### config.mk
export PLATFORM = sky130hd
export DESIGN_NAME = pipe_stage_reg
export DESIGN_NICKNAME = d
export VERILOG_FILES = /design/src/rtl/pipe_stage_reg.sv
export SDC_FILE = /design/constraint.sdc
export NUM_CORES = 1
export LEC_CHECK = 0
export ABC_AREA = 1
export CELL_PAD_IN_SITES_DETAIL_PLACEMENT = 2
export CELL_PAD_IN_SITES_GLOBAL_PLACEMENT = 2
export CORE_ASPECT_RATIO = 1.75
export CORE_UTILIZATION = 30
export DETAILED_ROUTE_END_ITERATION = 7
export GPL_ROUTABILITY_DRIVEN = 1
export GPL_TIMING_DRIVEN = 1
export PLACE_DENSITY_LB_ADDON = 0.1
export SYNTH_ARGS = -nofsm -noshare
export SYNTH_HDL_FRONTEND = slang
export SYNTH_SLANG_ARGS = --single-unit
### constraint.sdc
create_clock -name clk -period 7 [get_ports clk]
set_input_delay 1.75 -clock clk [delete_from_list [all_inputs] [get_ports clk]]
set_output_delay 1.75 -clock clk [all_outputs]
set_load 0.05 [all_outputs]
### src/rtl/pipe_stage_reg.sv
// Pipeline stage register with valid/ready handshake, synchronous flush,
// optional skid entry and a saturating count of squashed beats.
module pipe_stage_reg #(
    parameter int DATA_W = 32,
    parameter int CTRL_W = 16,
    parameter int SKID   = 1,
    parameter int CNT_W  = 8
) (
    input  logic              clk,
    input  logic              reset,
    input  logic              in_valid,
    output logic              in_ready,
    input  logic [DATA_W-1:0] in_data,
    input  logic [CTRL_W-1:0] in_ctrl,
    input  logic              flush,
    output logic              out_valid,
    input  logic              out_ready,
    output logic [DATA_W-1:0] out_data,
    output logic [CTRL_W-1:0] out_ctrl,
    output logic [CNT_W-1:0]  flush_cnt
);

    logic              main_valid;
    logic [DATA_W-1:0] main_data;
    logic [CTRL_W-1:0] main_ctrl;
    logic              skid_valid;
    logic [DATA_W-1:0] skid_data;
    logic [CTRL_W-1:0] skid_ctrl;

    logic              accept;
    logic              emit;
    logic [1:0]        squashed;
    logic [CNT_W:0]    cnt_sum;

    // With a skid entry, in_ready depends only on registered state (plus flush),
    // so out_ready never reaches the upstream ready path.
    always_comb begin
        in_ready = 1'b0;
        if (SKID != 0) begin
            in_ready = ~skid_valid & ~flush;
        end else begin
            in_ready = (~main_valid | out_ready) & ~flush;
        end
        accept   = in_valid & in_ready;
        emit     = main_valid & out_ready;
        squashed = {1'b0, main_valid} + {1'b0, skid_valid} - {1'b0, emit};
        cnt_sum  = {1'b0, flush_cnt} + (CNT_W+1)'(squashed);
    end

    always_ff @(posedge clk) begin
        if (reset) begin
            main_valid <= 1'b0;
            main_data  <= '0;
            main_ctrl  <= '0;
            skid_valid <= 1'b0;
            skid_data  <= '0;
            skid_ctrl  <= '0;
        end else if (flush) begin
            main_valid <= 1'b0;
            main_data  <= '0;
            main_ctrl  <= '0;
            skid_valid <= 1'b0;
            skid_data  <= '0;
            skid_ctrl  <= '0;
        end else if (SKID != 0) begin
            if (skid_valid) begin
                // Skid full means upstream is blocked; drain skid into main.
                if (emit) begin
                    main_valid <= 1'b1;
                    main_data  <= skid_data;
                    main_ctrl  <= skid_ctrl;
                    skid_valid <= 1'b0;
                    skid_ctrl  <= '0;
                end
            end else if (!main_valid || emit) begin
                if (accept) begin
                    main_valid <= 1'b1;
                    main_data  <= in_data;
                    main_ctrl  <= in_ctrl;
                end else if (emit) begin
                    main_valid <= 1'b0;
                    main_ctrl  <= '0;
                end
            end else if (accept) begin
                skid_valid <= 1'b1;
                skid_data  <= in_data;
                skid_ctrl  <= in_ctrl;
            end
        end else begin
            if (accept) begin
                main_valid <= 1'b1;
                main_data  <= in_data;
                main_ctrl  <= in_ctrl;
            end else if (emit) begin
                main_valid <= 1'b0;
                main_ctrl  <= '0;
            end
        end
    end

    // A beat emitting in the flush cycle completes normally and is not counted.
    always_ff @(posedge clk) begin
        if (reset) begin
            flush_cnt <= '0;
        end else if (flush) begin
            if (cnt_sum[CNT_W]) begin
                flush_cnt <= '1;
            end else begin
                flush_cnt <= cnt_sum[CNT_W-1:0];
            end
        end
    end

    assign out_valid = main_valid;
    assign out_data  = main_data;
    assign out_ctrl  = main_ctrl;

endmodule

==> results by group <==
Die
  – Width of the die: 101 µm
  – Die Span Y: around 170 µm
  – Initial Utilization: between 30% and 40%
  – IO Pins: 111
  – Rows: 62
  – Die ar.: between 15,000 and 20,000 µm²
  – Core area: ~17,000 µm²

Place
  – I/O Buffers: 110
  – GP Congestion: between 0.7 and 0.8
  – Detail Placement HPWL: about 12 mm
  – Worst slack at placement: 1780 ps
  – Placed inst area: 6260 µm²

Clock tree
  – CTS tree: yes
  – Clock H-tree levels: 3
  – Reg clk slew, reported paths: roughly 80 ps
  – CTS root buffer: clkbuf_16
  – CTS sink cnt: 106
  – CTS resizes: 0
  – Worst-Skew Late Latency: between 300 and 400 ps
  – Setup repair bufs after CTS: 0
  – Clock tree buffer depth: 2
  – Post-CTS Hold Fix Bufs: 0
  – CTS Buf Count: 9

Yosys
  – Seq cells post-synth: roughly 110
  – Synth warn: 0
  – Post-Synthesis Cells: 755
  – Syn_nets: about 800
  – Synthesized area: approximately 5000 µm²
  – Synthesized area per cell: ~6.8 µm²
  – Distinct cells, synth: 29
  – Sequential fraction of the synthesis area: about two fifths

Global route
  – Global-route usage over all layers: 21.0%
  – Largest net degree at the start of global routing: 66
  – Vias in the first global route: ~5,700
  – Initial antenna violation count: 0
  – Total gr overflow: 0
  – Global-route wire length before repair: approximately 29 mm

Finish
  – Register area: 2120 µm²
  – Multi-input gate area: between 2000 and 2500 µm²
  – Fin area: ~6600 µm²
  – Final net count: approximately 890
  – Area delta synth->final: 28.4%
  – Layout cells sized above 1: under 10%
  – Filler Cells Inserted: 2,019
  – Antenna cells: 0

Timing
  – Fin crit share: 74.5%
  – Final TNS setup: 0 ps
  – RSZ-0062 raised after global routing: false
  – Worst Max-Slew Pin Slew: 1220 ps
  – FMAX: 0.192 GHz
  – Final Skew: between 10 and 15 ps
  – Final setup violation count: 0
  – Final Hold Viols: 0
  – Setup WS post-layout: roughly 1800 ps
  – Final slew viol count: 0
  – Crit path time final: 5220 ps
  – Slew margin rel.: 18.3%

Power
  – Switching share of total power: 28.3%
  – Combinational share of power: 13.3%
  – Clock group share of total power: between 40% and 50%
  – Power per standard cell area: around 200 nW/µm²
  – VDD IR-drop max: a little over 100 µV
  – Net Switching: around 380 µW
  – Final Power: roughly 1.4 mW
  – Sequential Power Share: 45.9%
  – P_int: roughly 970 µW
  – Pleak: around 2.7 nW

Drt
  – DR vias: ~5,200
  – DRC: 0
  – Routed Antenna Nets: 0
  – Final WL: roughly 18 mm
  – DR WL/cell: 16.8 µm
  – Iteration-0 DRC count of the detailed router: about 170
  – Vias per cell: a little under 5
  – Router iterations before antenna repair: 4

Critical path
  – Crit path max fanout: 8
  – Reg2Reg Depth: 7
  – CP Launch Type: input pin
  – Kind of end point of the critical path: output pin
  – Worst Path Class, Setup: in2out
  – Crit path arrival time: 3470 ps
  – WP data required: around 5300 ps

Status
  – Status: completed

Hold path
  – Hold Path Class: reg2reg
  – WHS Path Cells: 2

Job
  – MaxCap Viol Count: 0
==> metal layers <==
| layer | wire (µm) | part of all wire (%) | up-vias | track usage (%) |
|---|---|---|---|---|
| li1 | - | - | 2524 | - |
| met1 | 6980 | 39 | 2600 | 22.1 |
| met2 | 10100 | 57 | 75 | 41.7 |
| met3 | 471 | 2.6 | 16 | 2.76 |
| met4 | 285 | 1.6 | 0 | 6.16 |
| met5 | 0 | 0 | - | 0 |
==> power by group through the flow <==
stage	clock network (mW)	logic [mW]	registers (mW)
2_1_floorplan	0	0.0715	0.669
3_3_place_gp	0	0.177	0.634
3_5_place_dp	0	0.182	0.635
4_1_cts	0.567	0.183	0.621
5_1_grt	0.585	0.196	0.622
6_report	0.552	0.179	0.620
==> cell usage after synthesis, drive strengths merged <==
master | n | area share, %
nand2 | 184 | 14
nor2 | 162 | 12
dfxtp | 106 | 41
inv | 64 | 4.7
o21ai | 47 | 4.7
nand3 | 45 | 4.7
buf | 40 | 4.9
a21oi | 36 | 3.5
a21boi | 32 | 4.7
nand4 | 14 | 1.7
clkbuf | 10 | 0.73
ha | 4 | 0.98
o22ai | 3 | 0.37
a31oi | 2 | 0.24
nor3 | 2 | 0.20
xor2 | 2 | 0.34
clkinv | 1 | 0.073
fa | 1 | 0.39
==> final timing paths <==
path	endpoint	slack [ps]	from
worst max-delay path	in_ready	1780	flush
worst min-delay path	out_data[3]	490	out_data[3]
worst max register to register	out_data[31]	3570	skid_valid
worst min register to register	out_data[3]	490	out_data[3]
==> layout by cell type (no fill, tap or decap), types with 9 or more instances in the layout <==
| cell type | netlist | routed |
|---|---|---|
| nand2_1 | 182 | 181 |
| nor2_1 | 160 | 159 |
| clkdlybuf4s50_1 | 0 | 110 |
| dfxtp_1 | 106 | 105 |
| inv_1 | 63 | 63 |
| o21ai_0 | 43 | 43 |
| nand3_1 | 43 | 43 |
| a21oi_1 | 36 | 36 |
| a21boi_0 | 32 | 32 |
| nand4_1 | 14 | 14 |
| clkbuf_16 | 0 | 9 |
==> kinds of logic after synthesis <==
group	synth area share, %
buffers and inverters	10.4
AO/OA/AOI/OAI	13.5
adder cells (fa/ha/maj)	1.37
AND/OR/NAND/NOR	32.9
flip-flops	41.4
XOR/XNOR	0.342
==> flip-flops by register name (all words and copies together), names as in the netlist <==
signal / flops
flush_cnt: 8
out_ctrl: 16
out_data: 32
out_valid: 1
skid_ctrl: 16
skid_data: 32
skid_valid: 1
==> area by class of cell <==
type,instances,share of cell area [%]
multi-input combinational,534,37.8
sequential,106,32.3
timing repair buffer,114,17.2
tap,224,4.26
inverter,65,3.71
clock buffer,9,3.43
clock inverter,7,1.33
==> critical path, stage by stage <==
cell	delay, ps
clkdlybuf4s50_1	650
nor2_8	240
clkdlybuf4s50_1	830
==> per-stage QoR <==
stage               cells  utilization (%)  hold WS [ps]
floorplan             755                -           463
global placement     1043             37.9           465
detailed placement   1043             37.9           474
CTS                  1059             39.8           497
global route         1059             39.8           517
finish               1059             39.8           489
(Power assumes the default switching activity.)
